--- src/rtl/pipe_ctl_pkg.sv ---
// Encodings and control-bundle types shared by pipe_ctl and ctl_decode.
// Mult/div decode is enabled by the PIPE_CTL_MULDIV_EN macro in the files that import this package.
package pipe_ctl_pkg;

  localparam int ALU_W = 4;
  typedef logic [ALU_W-1:0] alu_func_t;

  localparam alu_func_t ALU_ADD   = 4'h0;
  localparam alu_func_t ALU_SUB   = 4'h1;
  localparam alu_func_t ALU_SLLV  = 4'h2;
  localparam alu_func_t ALU_SRLV  = 4'h3;
  localparam alu_func_t ALU_AND   = 4'h4;
  localparam alu_func_t ALU_OR    = 4'h5;
  localparam alu_func_t ALU_XOR   = 4'h6;
  localparam alu_func_t ALU_NOR   = 4'h7;
  localparam alu_func_t ALU_SLT   = 4'h8;
  localparam alu_func_t ALU_SLTU  = 4'h9;
  localparam alu_func_t ALU_MULT  = 4'hA;
  localparam alu_func_t ALU_MULTU = 4'hB;
  localparam alu_func_t ALU_DIV   = 4'hC;
  localparam alu_func_t ALU_DIVU  = 4'hD;
  localparam alu_func_t ALU_LUI   = 4'hE;
  localparam alu_func_t ALU_NOP   = 4'hF;

  typedef enum logic [1:0] {
    PC_SEQ    = 2'b00,
    PC_BRANCH = 2'b01,
    PC_JUMP   = 2'b10,
    PC_JR     = 2'b11
  } pc_ctl_e;

  typedef enum logic [1:0] {
    SRC_ALU = 2'b00,
    SRC_MEM = 2'b01,
    SRC_PC8 = 2'b10
  } gpr_src_e;

  // Bit positions inside id_flags
  localparam int FL_R_ALU  = 7;
  localparam int FL_R_JR   = 6;
  localparam int FL_I_ALU  = 5;
  localparam int FL_BRANCH = 4;
  localparam int FL_LOAD   = 3;
  localparam int FL_STORE  = 2;
  localparam int FL_J      = 1;
  localparam int FL_ERET   = 0;

  localparam logic [5:0] OP_JAL   = 6'h03;
  localparam logic [5:0] OP_BEQ   = 6'h04;
  localparam logic [5:0] OP_BNE   = 6'h05;
  localparam logic [5:0] OP_ADDI  = 6'h08;
  localparam logic [5:0] OP_ADDIU = 6'h09;
  localparam logic [5:0] OP_SLTI  = 6'h0a;
  localparam logic [5:0] OP_SLTIU = 6'h0b;
  localparam logic [5:0] OP_ANDI  = 6'h0c;
  localparam logic [5:0] OP_ORI   = 6'h0d;
  localparam logic [5:0] OP_XORI  = 6'h0e;
  localparam logic [5:0] OP_LUI   = 6'h0f;

  localparam logic [5:0] FN_SLLV  = 6'h04;
  localparam logic [5:0] FN_SRLV  = 6'h06;
  localparam logic [5:0] FN_JALR  = 6'h09;
  localparam logic [5:0] FN_MFHI  = 6'h10;
  localparam logic [5:0] FN_MFLO  = 6'h12;
  localparam logic [5:0] FN_MULT  = 6'h18;
  localparam logic [5:0] FN_MULTU = 6'h19;
  localparam logic [5:0] FN_DIV   = 6'h1a;
  localparam logic [5:0] FN_DIVU  = 6'h1b;
  localparam logic [5:0] FN_ADD   = 6'h20;
  localparam logic [5:0] FN_ADDU  = 6'h21;
  localparam logic [5:0] FN_SUB   = 6'h22;
  localparam logic [5:0] FN_SUBU  = 6'h23;
  localparam logic [5:0] FN_AND   = 6'h24;
  localparam logic [5:0] FN_OR    = 6'h25;
  localparam logic [5:0] FN_XOR   = 6'h26;
  localparam logic [5:0] FN_NOR   = 6'h27;
  localparam logic [5:0] FN_SLT   = 6'h2a;
  localparam logic [5:0] FN_SLTU  = 6'h2b;

  typedef struct packed {
    logic      alu_b_imm;
    logic      imm_ext_sign;
    logic      overflow_aware;
    alu_func_t alu_func;
    pc_ctl_e   pc_ctl_func;
  } ex_ctl_t;

  typedef struct packed {
    logic       we;
    logic       re;
    logic       load_sign_ext;
    logic [1:0] data_len;
  } mem_ctl_t;

  typedef struct packed {
    logic       gpr_we;
    gpr_src_e   gpr_src;
    logic [4:0] rd;
  } wb_ctl_t;

  typedef struct packed {
    logic     valid;
    ex_ctl_t  ex;
    mem_ctl_t mem;
    wb_ctl_t  wb;
  } ex_word_t;

  typedef struct packed {
    logic     valid;
    mem_ctl_t mem;
    wb_ctl_t  wb;
  } mem_word_t;

  typedef struct packed {
    logic    valid;
    wb_ctl_t wb;
  } wb_word_t;

endpackage

--- src/rtl/ctl_decode.sv ---
// Combinational decode of the ID instruction and classifier flags into a full control word.
// PIPE_CTL_MULDIV_EN enables mult/div/mfhi/mflo decode; otherwise they become non-writing NOPs.
module ctl_decode
  import pipe_ctl_pkg::*;
(
  input  logic [31:0] ins,
  input  logic [7:0]  flags,
  output ex_word_t    word,
  output logic        rs_used,
  output logic        rt_used,
  output logic        is_muldiv,
  output logic        is_hilo_rd
);

  logic [5:0] opcode;
  logic [5:0] funct;
  logic [4:0] rt;
  logic [4:0] rd;
  logic       r_alu, r_jr, i_alu, branch, load, store, jump;
  logic       is_jal, is_jalr, no_gpr_write;
  logic [4:0] dest;
  alu_func_t  alu_func;
  logic       unused_fields;

  assign opcode = ins[31:26];
  assign funct  = ins[5:0];
  assign rt     = ins[20:16];
  assign rd     = ins[15:11];

  assign r_alu  = flags[FL_R_ALU];
  assign r_jr   = flags[FL_R_JR];
  assign i_alu  = flags[FL_I_ALU];
  assign branch = flags[FL_BRANCH];
  assign load   = flags[FL_LOAD];
  assign store  = flags[FL_STORE];
  assign jump   = flags[FL_J];

  assign unused_fields = ^{ins[10:6], flags[FL_ERET]};

  assign is_jal     = jump & (opcode == OP_JAL);
  assign is_jalr    = r_jr & (funct == FN_JALR);
  assign is_muldiv  = r_alu & (funct inside {FN_MULT, FN_MULTU, FN_DIV, FN_DIVU});
  assign is_hilo_rd = r_alu & (funct inside {FN_MFHI, FN_MFLO});

`ifdef PIPE_CTL_MULDIV_EN
  assign no_gpr_write = is_muldiv;
`else
  assign no_gpr_write = is_muldiv | is_hilo_rd;
`endif

  assign rs_used = r_alu | i_alu | load | store | branch | r_jr;
  assign rt_used = r_alu | store | (branch & ((opcode == OP_BEQ) | (opcode == OP_BNE)));

  // NOTE: every always_comb output gets a default first so no path can infer a latch.
  always_comb begin
    alu_func = ALU_NOP;
    if (load | store) begin
      alu_func = ALU_ADD;
    end else if (r_alu) begin
      case (funct)
        FN_ADD, FN_ADDU: alu_func = ALU_ADD;
        FN_SUB, FN_SUBU: alu_func = ALU_SUB;
        FN_SLLV:         alu_func = ALU_SLLV;
        FN_SRLV:         alu_func = ALU_SRLV;
        FN_AND:          alu_func = ALU_AND;
        FN_OR:           alu_func = ALU_OR;
        FN_XOR:          alu_func = ALU_XOR;
        FN_NOR:          alu_func = ALU_NOR;
        FN_SLT:          alu_func = ALU_SLT;
        FN_SLTU:         alu_func = ALU_SLTU;
`ifdef PIPE_CTL_MULDIV_EN
        FN_MULT:         alu_func = ALU_MULT;
        FN_MULTU:        alu_func = ALU_MULTU;
        FN_DIV:          alu_func = ALU_DIV;
        FN_DIVU:         alu_func = ALU_DIVU;
`endif
        default:         alu_func = ALU_NOP;
      endcase
    end else if (i_alu) begin
      case (opcode)
        OP_ADDI, OP_ADDIU: alu_func = ALU_ADD;
        OP_ANDI:           alu_func = ALU_AND;
        OP_ORI:            alu_func = ALU_OR;
        OP_XORI:           alu_func = ALU_XOR;
        OP_SLTI:           alu_func = ALU_SLT;
        OP_SLTIU:          alu_func = ALU_SLTU;
        OP_LUI:            alu_func = ALU_LUI;
        default:           alu_func = ALU_NOP;
      endcase
    end
  end

  always_comb begin
    dest = 5'd0;
    if (r_alu | is_jalr) dest = rd;
    else if (i_alu | load) dest = rt;
    else if (is_jal) dest = 5'd31;
  end

  always_comb begin
    word = '0;
    word.valid = 1'b1;

    word.ex.alu_b_imm      = i_alu | load | store;
    word.ex.imm_ext_sign   = ~ins[28];
    word.ex.overflow_aware = (r_alu & ((funct == FN_ADD) | (funct == FN_SUB)))
                           | (i_alu & (opcode == OP_ADDI));
    word.ex.alu_func       = alu_func;
    if (r_jr)        word.ex.pc_ctl_func = PC_JR;
    else if (jump)   word.ex.pc_ctl_func = PC_JUMP;
    else if (branch) word.ex.pc_ctl_func = PC_BRANCH;
    else             word.ex.pc_ctl_func = PC_SEQ;

    word.mem.we            = store;
    word.mem.re            = load;
    word.mem.load_sign_ext = ~ins[28];
    word.mem.data_len      = ins[27:26];

    word.wb.rd     = dest;
    word.wb.gpr_we = (r_alu | i_alu | load | is_jal | is_jalr) & (dest != 5'd0) & ~no_gpr_write;
    if (load)                  word.wb.gpr_src = SRC_MEM;
    else if (is_jal | is_jalr) word.wb.gpr_src = SRC_PC8;
    else                       word.wb.gpr_src = SRC_ALU;
  end

endmodule

--- src/rtl/pipe_ctl.sv ---
// Pipelined control unit: ID decode, EX/MEM/WB control registers, load-use and mult/div interlocks.
// Define PIPE_CTL_MULDIV_EN to enable the mult/div occupancy counter and its hazard.
module pipe_ctl
  import pipe_ctl_pkg::*;
#(
  parameter int ALU_FUNC_W = 4,
  parameter int MULDIV_LAT = 4
) (
  input  logic                  clk,
  input  logic                  rst,
  input  logic [31:0]           id_ins,
  input  logic [7:0]            id_flags,
  input  logic                  id_valid,
  input  logic                  mem_stall,
  input  logic                  ex_redirect,
  output logic                  id_stall,
  output logic                  ex_valid,
  output logic                  ex_alu_b_imm,
  output logic                  ex_imm_ext_sign,
  output logic                  ex_overflow_aware,
  output logic [ALU_FUNC_W-1:0] ex_alu_func,
  output logic [1:0]            ex_pc_ctl_func,
  output logic                  mem_valid,
  output logic                  mem_we,
  output logic                  mem_re,
  output logic                  mem_load_sign_ext,
  output logic [1:0]            mem_data_len,
  output logic                  wb_valid,
  output logic                  wb_gpr_we,
  output logic [1:0]            wb_gpr_src,
  output logic [4:0]            wb_rd,
  output logic                  ex_muldiv_busy
);

  ex_word_t  id_word, ex_d, ex_q;
  mem_word_t mem_q;
  wb_word_t  wb_q;
  logic      rs_used, rt_used, is_muldiv, is_hilo_rd;
  logic      load_use, muldiv_hazard, hazard, insert_bubble;
  logic [4:0] id_rs, id_rt;

  ctl_decode u_decode (
    .ins        (id_ins),
    .flags      (id_flags),
    .word       (id_word),
    .rs_used    (rs_used),
    .rt_used    (rt_used),
    .is_muldiv  (is_muldiv),
    .is_hilo_rd (is_hilo_rd)
  );

  assign id_rs = id_ins[25:21];
  assign id_rt = id_ins[20:16];

  assign load_use = id_valid & ex_q.valid & ex_q.mem.re & (ex_q.wb.rd != 5'd0)
                  & ((rs_used & (id_rs == ex_q.wb.rd)) | (rt_used & (id_rt == ex_q.wb.rd)));

  assign hazard        = load_use | muldiv_hazard;
  // A redirect kills the ID word, so a hazard against it no longer needs a hold.
  assign insert_bubble = ex_redirect | hazard | ~id_valid;
  assign ex_d          = insert_bubble ? '0 : id_word;
  assign id_stall      = mem_stall | (hazard & ~ex_redirect);

  // NOTE: non-blocking assignments so each stage captures its upstream's pre-edge value.
  always_ff @(posedge clk) begin
    if (rst) begin
      ex_q  <= '0;
      mem_q <= '0;
      wb_q  <= '0;
    end else if (!mem_stall) begin
      ex_q  <= ex_d;
      mem_q <= '{valid: ex_q.valid, mem: ex_q.mem, wb: ex_q.wb};
      wb_q  <= '{valid: mem_q.valid, wb: mem_q.wb};
    end
  end

`ifdef PIPE_CTL_MULDIV_EN
  logic [3:0] md_cnt;
  logic       md_busy;

  assign md_busy        = (md_cnt != 4'd0);
  assign muldiv_hazard  = id_valid & (is_muldiv | is_hilo_rd) & md_busy;
  assign ex_muldiv_busy = md_busy;

  // The unit keeps computing while memory stalls, so the count runs regardless of mem_stall.
  always_ff @(posedge clk) begin
    if (rst) begin
      md_cnt <= 4'd0;
    end else if (!mem_stall && !insert_bubble && is_muldiv) begin
      md_cnt <= 4'(MULDIV_LAT);
    end else if (md_busy) begin
      md_cnt <= md_cnt - 4'd1;
    end
  end
`else
  logic unused_muldiv;

  assign muldiv_hazard  = 1'b0;
  assign ex_muldiv_busy = 1'b0;
  assign unused_muldiv  = is_muldiv ^ is_hilo_rd ^ (MULDIV_LAT > 0);
`endif

  assign ex_valid          = ex_q.valid;
  assign ex_alu_b_imm      = ex_q.ex.alu_b_imm;
  assign ex_imm_ext_sign   = ex_q.ex.imm_ext_sign;
  assign ex_overflow_aware = ex_q.ex.overflow_aware;
  assign ex_alu_func       = ALU_FUNC_W'(ex_q.ex.alu_func);
  assign ex_pc_ctl_func    = ex_q.ex.pc_ctl_func;

  assign mem_valid         = mem_q.valid;
  assign mem_we            = mem_q.mem.we;
  assign mem_re            = mem_q.mem.re;
  assign mem_load_sign_ext = mem_q.mem.load_sign_ext;
  assign mem_data_len      = mem_q.mem.data_len;

  assign wb_valid          = wb_q.valid;
  assign wb_gpr_we         = wb_q.wb.gpr_we;
  assign wb_gpr_src        = wb_q.wb.gpr_src;
  assign wb_rd             = wb_q.wb.rd;

endmodule

--- config.mk ---
export PLATFORM = sky130hd
export DESIGN_NAME = pipe_ctl
export DESIGN_NICKNAME = d
export VERILOG_FILES = /design/src/rtl/pipe_ctl_pkg.sv /design/src/rtl/ctl_decode.sv /design/src/rtl/pipe_ctl.sv
export SDC_FILE = /design/constraint.sdc
export NUM_CORES = 1
export LEC_CHECK = 0
export ABC_AREA = 1
export CORE_UTILIZATION = 39
export CTS_BUF_LIST = sky130_fd_sc_hd__clkbuf_16
export CTS_CLUSTER_SIZE = 30
export DETAILED_ROUTE_END_ITERATION = 7
export PLACE_DENSITY = 0.69
export REMOVE_ABC_BUFFERS = 1
export SLEW_MARGIN = 5
export SYNTH_ARGS = -nofsm -noshare
export SYNTH_HDL_FRONTEND = slang
export SYNTH_SLANG_ARGS = --single-unit
export TNS_END_PERCENT = 1
--- constraint.sdc ---
create_clock -name clk -period 1.6 [get_ports clk]
set_clock_uncertainty 0.1 [all_clocks]
set_input_delay 0.32 -clock clk [delete_from_list [all_inputs] [get_ports clk]]
set_output_delay 0.32 -clock clk [all_outputs]
set_load 0.005 [all_outputs]
* Yosys cells after proc, flatten, opt, wreduce, memory -nomap -nowiden *
Memories as Yosys holds them, arrays and structs flattened.
Cells that the tools add are included.

storage, ports and cells
  register bits = 46
  memory bits (read-only) = 64
  input bits = 45
  output and inout port bits = 27
  word-level logic and storage cells = 114
  memories = 1

operators by class
  equality and inequality tests = 25
  mux-type cells = 14
  bitwise operators = 42
  reduce and logical (&&, ||, !) cells = 7

memories
  memory           depth  width  rd ports  clocked after Yosys merged registers in  wr ports  RTL line          RTL
  (no name shown)  16     4      1         0                                        0         ctl_decode.sv:80  case (opcode)

operators with widths
  operator                                                          count
  6-bit == test (second input constant)                             10
  4-bit case mux with 10 select lines                               1
  6-bit by 5-bit == test with 1-bit output (second input constant)  6
  6-bit by 3-bit == test with 1-bit output (second input constant)  4
  23-bit 2-to-1 mux                                                 1
  1-bit OR                                                          22
  1-bit bitwise AND                                                 16
  4-bit 2-to-1 mux                                                  4
  5-bit 2-to-1 mux                                                  3
  6-bit by 4-bit == test with 1-bit output (second input constant)  2
  5-bit == test                                                     2
  5-bit nonzero test                                                2
  2-bit 2-to-1 mux                                                  4
  6-bit by 2-bit == test with 1-bit output (second input constant)  1
  1-bit inverter                                                    4
  4-bit nonzero test                                                1
  2-bit OR reduction                                                2
  2-bit logical NOT                                                 1
  2-bit nonzero test                                                1
  1-bit 2-to-1 mux                                                  1

* Longest topological paths before layout *
  depth after elaboration = 11
  gate-level depth with buffers = 13
  depth with buffers taken out = 13

* Modules after synthesis *
Synthesis repeated with hierarchy kept, for this count alone.

second synthesis, totals
  cell total of the unflattened synthesis = 439
  area total of the unflattened synthesis = 2949.1 um^2

by module, submodules not included
  module      instances  cells each  area an instance (um^2)  seq. area each (um^2)
  pipe_ctl    1          316         2321.0                   920.9
  ctl_decode  1          123         628.1                    0.0

* Worst setup path after synthesis *
OpenSTA, ideal clock, no wires.

  path type = input -> output
  start = in id_ins[31]
  end = out id_stall
  data arrival time = 1.244 ns
  required time = 1.180 ns
  path slack = -0.064 ns
  stages on the path = 10
  buffers on the path = 1
  path through = nor2_1 > nand3_1 > nand2_1 > nand2_1 > inv_1 > nand2_1 > nand2_2 > nand2_4 > buf_4 > o21ai_0

on the way
  longest elaborated chain between the ends = 9
  elaborated cells on any way between the ends = 10
  classes of those cells = eq/ne (2); bitwise (8)

RTL lines
  item                                      RTL line          RTL
  start, declared                           pipe_ctl.sv:11    input logic [31:0] id_ins,
  6-bit by 3-bit == test with 1-bit output  ctl_decode.sv:52  assign rt_used = r_alu | store | (branch & ((opcode == OP_BEQ) | (opcode == OP_BNE)));
  1-bit OR (*)                              ctl_decode.sv:52
  1-bit bitwise AND (*)                     ctl_decode.sv:52
  1-bit OR (*)                              ctl_decode.sv:52
  1-bit bitwise AND (*)                     pipe_ctl.sv:56    & ((rs_used & (id_rs == ex_q.wb.rd)) | (rt_used & (id_rt == ex_q.wb.rd)));
  1-bit OR (*)                              pipe_ctl.sv:56
  1-bit bitwise AND (*)                     pipe_ctl.sv:56
  1-bit bitwise AND (*)                     pipe_ctl.sv:62    assign id_stall = mem_stall | (hazard & ~ex_redirect);
  1-bit OR (*)                              pipe_ctl.sv:62
  end, declared                             pipe_ctl.sv:16    output logic id_stall,

Every way passes the cells marked *; elsewhere a longest branch is shown, timed or not.

* Worst setup path in the final report *
  start = reg ex_q[1] in the netlist's numbering
  end = out id_stall

on the way
  longest elaborated chain between the ends = 6
  elaborated cells on any way between the ends = 10
  classes of those cells = eq/ne (2); bitwise (7); reduce/logical (1)

RTL lines
  item                    RTL line        RTL
  start, declared         pipe_ctl.sv:35  ex_word_t id_word, ex_d, ex_q;
  start signal, assigned  pipe_ctl.sv:67  ex_q <= '0;
  start signal, assigned  pipe_ctl.sv:71  ex_q <= ex_d;
  5-bit == test           pipe_ctl.sv:56
  1-bit bitwise AND       pipe_ctl.sv:56
  1-bit OR                pipe_ctl.sv:56
  1-bit bitwise AND (*)   pipe_ctl.sv:56
  1-bit bitwise AND (*)   pipe_ctl.sv:62
  1-bit OR (*)            pipe_ctl.sv:62

Marked as above.

==> results.cfg <==
[critical_path]
worstPathArrival_ns = 1.43
critPathLaunchType = register
critPathRequiredTime_ns = 1.18
cp-end-kind = primary output
crit_path_max_fanout = 4
path_class = register to primary output

[sta]
fin_crit_ns = 1.85
clock.fmax_mhz = 541
fin_tns_setup_ns = -1.37
rsz0062_at_grt = true
hold_viol = 0
setup_violations = 13
layout_setup_ws_ns = -0.247
post-route-period-util = 1.15
drv_slew = 0

[run_status]
status = finished with violations
violations = negative setup slack

[clocking]
ctsHoldBuffers = 0
root_buffer = clkbuf_16
cts_buffers = 5
htree_num_levels = 2
cts.path.max_buffers = 2
cts_tree = built
clk_pin_slew_ns = 0.06
insertion_delay_ns = 0.28
clock-sinks = 43

[synthesis]
avgSynthCellArea_um2 = 6.66
synthDominantCellAreaShare = 0.389
yosysWarnings = 0
synth-main-ff-cell = dfxtp_1
syn_area_mm2 = 0.00221
ys_seq_area_frac = 0.389
synth_most_common_cell = nor2_1
synthCells = 332
synth_area_leader_cell = dfxtp_1
synthTopCellsByCount = nor2_1 (67), nand2_1 (66), dfxtp_1 (43), o21ai_0 (29), inv_1 (25)
ys_seq_elements = 43
async_reset_ff_frac = 0
synth-edff-count = 0
synth_area_leaders = dfxtp_1 (39%), nor2_1 (11%), nand2_1 (11%)
ys_types = 28

[detailed_routing]
vias = 2404
wl_met2_mm = 3.00
first_pass_iters = 4
wl_per_cell_um = 11.8
met1_length_mm = 2.60
route.detailed.drc = 0
drt_iter0_markers = 112
wl_met3_um = 249
drt-vias-per-instance = 4.75
dr.max_layer_used = met4
drt_wl_total_mm = 5.99
ant_nets = 0

[placed_design]
dpl.hpwl_mm = 4.33
gp_congestion = 0.882
io_buffers = 64

[floorplan]
core_mm2 = 0.00547
die-area_mm2 = 0.00598
die_y_um = 77.3
io_pins = 72
fp.dieW_um = 77.3
initial_core_util = 0.404
rows = 27

[grt]
grt_pass1_vias = 2275
grt_overflow = 0
grt_usage = 0.216
grt_pass1_wl_mm = 10.2
antenna_found_initial = 0
grt_max_degree = 40

[power]
power_density_mw_per_mm2 = 835
total_power_w = 0.00291
peakVddDrop_mv = 0.534
p_leak_nw = 1.56

[cells_and_area]
n_antenna_cell = 0
fin_nets = 478
drive_gt1_frac = 0.224
syn_to_final_growth_pct = 57.4
fillCellCount = 518

[flow_run]
drv_cap = 0

[min_path]
min_path_type = register to register
-- flip-flops by register name, summed over array words and instances (netlist names), 2 cells and up --
| signal | cells |
|---|---|
| mem_q | 8 |
| ex_alu_func | 4 |
| wb_gpr_src | 2 |
| wb_rd | 5 |
| ex_pc_ctl_func | 2 |
| ex_q | 11 |
| mem_data_len | 2 |
-- repair_timing --
| action | 4_1_cts | 5_1_grt |
|---|---|---|
| setup buffers | 2 | 0 |
| endpoints found under the setup margin | 23 | 22 |
| resized for setup | 53 | 9 |
| pin swaps | 23 | 9 |
-- per-stage QoR --
stage | setup slack (ns) | utilization | std cells | area, um^2 | hold slack (ns)
2_1_floorplan | 0.0482 | - | 311 | 2090 | 0.282
3_3_place_gp | -0.809 | 0.586 | 496 | 3210 | 0.349
3_5_place_dp | -0.843 | 0.586 | 496 | 3210 | 0.353
4_1_cts | -0.255 | 0.629 | 506 | 3440 | 0.362
5_1_grt | -0.337 | 0.636 | 506 | 3480 | 0.380
6_report | -0.247 | 0.636 | 506 | 3480 | 0.360
-- worst paths after layout --
kind / start / to / slack (ns) / depth (start not counted)
max reg2reg: ex_q[1] / ex_pc_ctl_func[0] / -0.12 / 10
min: ex_q[9] / ex_q[9] / 0.36 / 2
max: ex_q[1] / id_stall / -0.25 / 8
min reg2reg: ex_q[9] / ex_q[9] / 0.36 / 2
-- cell type report --
cell class,count,area [um^2],share of cell area
Inverter,26,97.6,0.0280
Clock buffer,5,125,0.0359
Tap cell,72,90.1,0.0259
Multi-Input combinational cell,242,1220,0.351
Timing Repair Buffer,115,1010,0.290
Clock inverter,3,63.8,0.0183
Sequential cell,43,876,0.252
-- cell families after synthesis --
group / synth area share
flip-flops: 0.389
XOR/XNOR: 0.0317
AO/OA/AOI/OAI: 0.146
buffers and inverters: 0.0973
AND/OR/NAND/NOR: 0.334
other: 0.00170
-- cells in the final DEF, fill, tap and decap left out, types with 4 or more instances in the layout --
| master | synthesis | routed |
|---|---|---|
| a21oi_1 | 23 | 23 |
| buf_4 | 10 | 49 |
| clkbuf_16 | 0 | 5 |
| clkdlybuf4s50_1 | 0 | 42 |
| dfxtp_1 | 43 | 37 |
| dlygate4sd2_1 | 0 | 21 |
| inv_1 | 25 | 24 |
| nand2_1 | 66 | 65 |
| nand3_1 | 19 | 18 |
| nand4_1 | 8 | 8 |
| nor2_1 | 67 | 59 |
| nor2_2 | 1 | 7 |
| o21ai_0 | 29 | 24 |
| xnor2_2 | 0 | 4 |
-- power breakdown --
group	total (W)	leakage, nW	internal, W	switching (W)
sequential	0.00114	0.355	0.00111	0.0000244
clock	0.00128	0.0952	0.000888	0.000389
combinational	0.000495	1.11	0.000264	0.000231
total	0.00291	1.56	0.00226	0.000644
-- routing by layer --
layer / track usage / vias to the layer above
met4: 0.0792 / 0
met2: 0.379 / 65
met1: 0.266 / 1062
met5: 0 / -
met3: 0.0310 / 15
li1: - / 1262
-- critical path: stages, from the launching register on --
cell	delay, ns
dfxtp_4	0.37
xnor2_2	0.18
nand2_1	0.09
nor2_2	0.10
nand2_1	0.07
nand2_2	0.07
nand2_4	0.06
o21ai_2	0.10
buf_2	0.12
(Power assumes the default switching activity.)
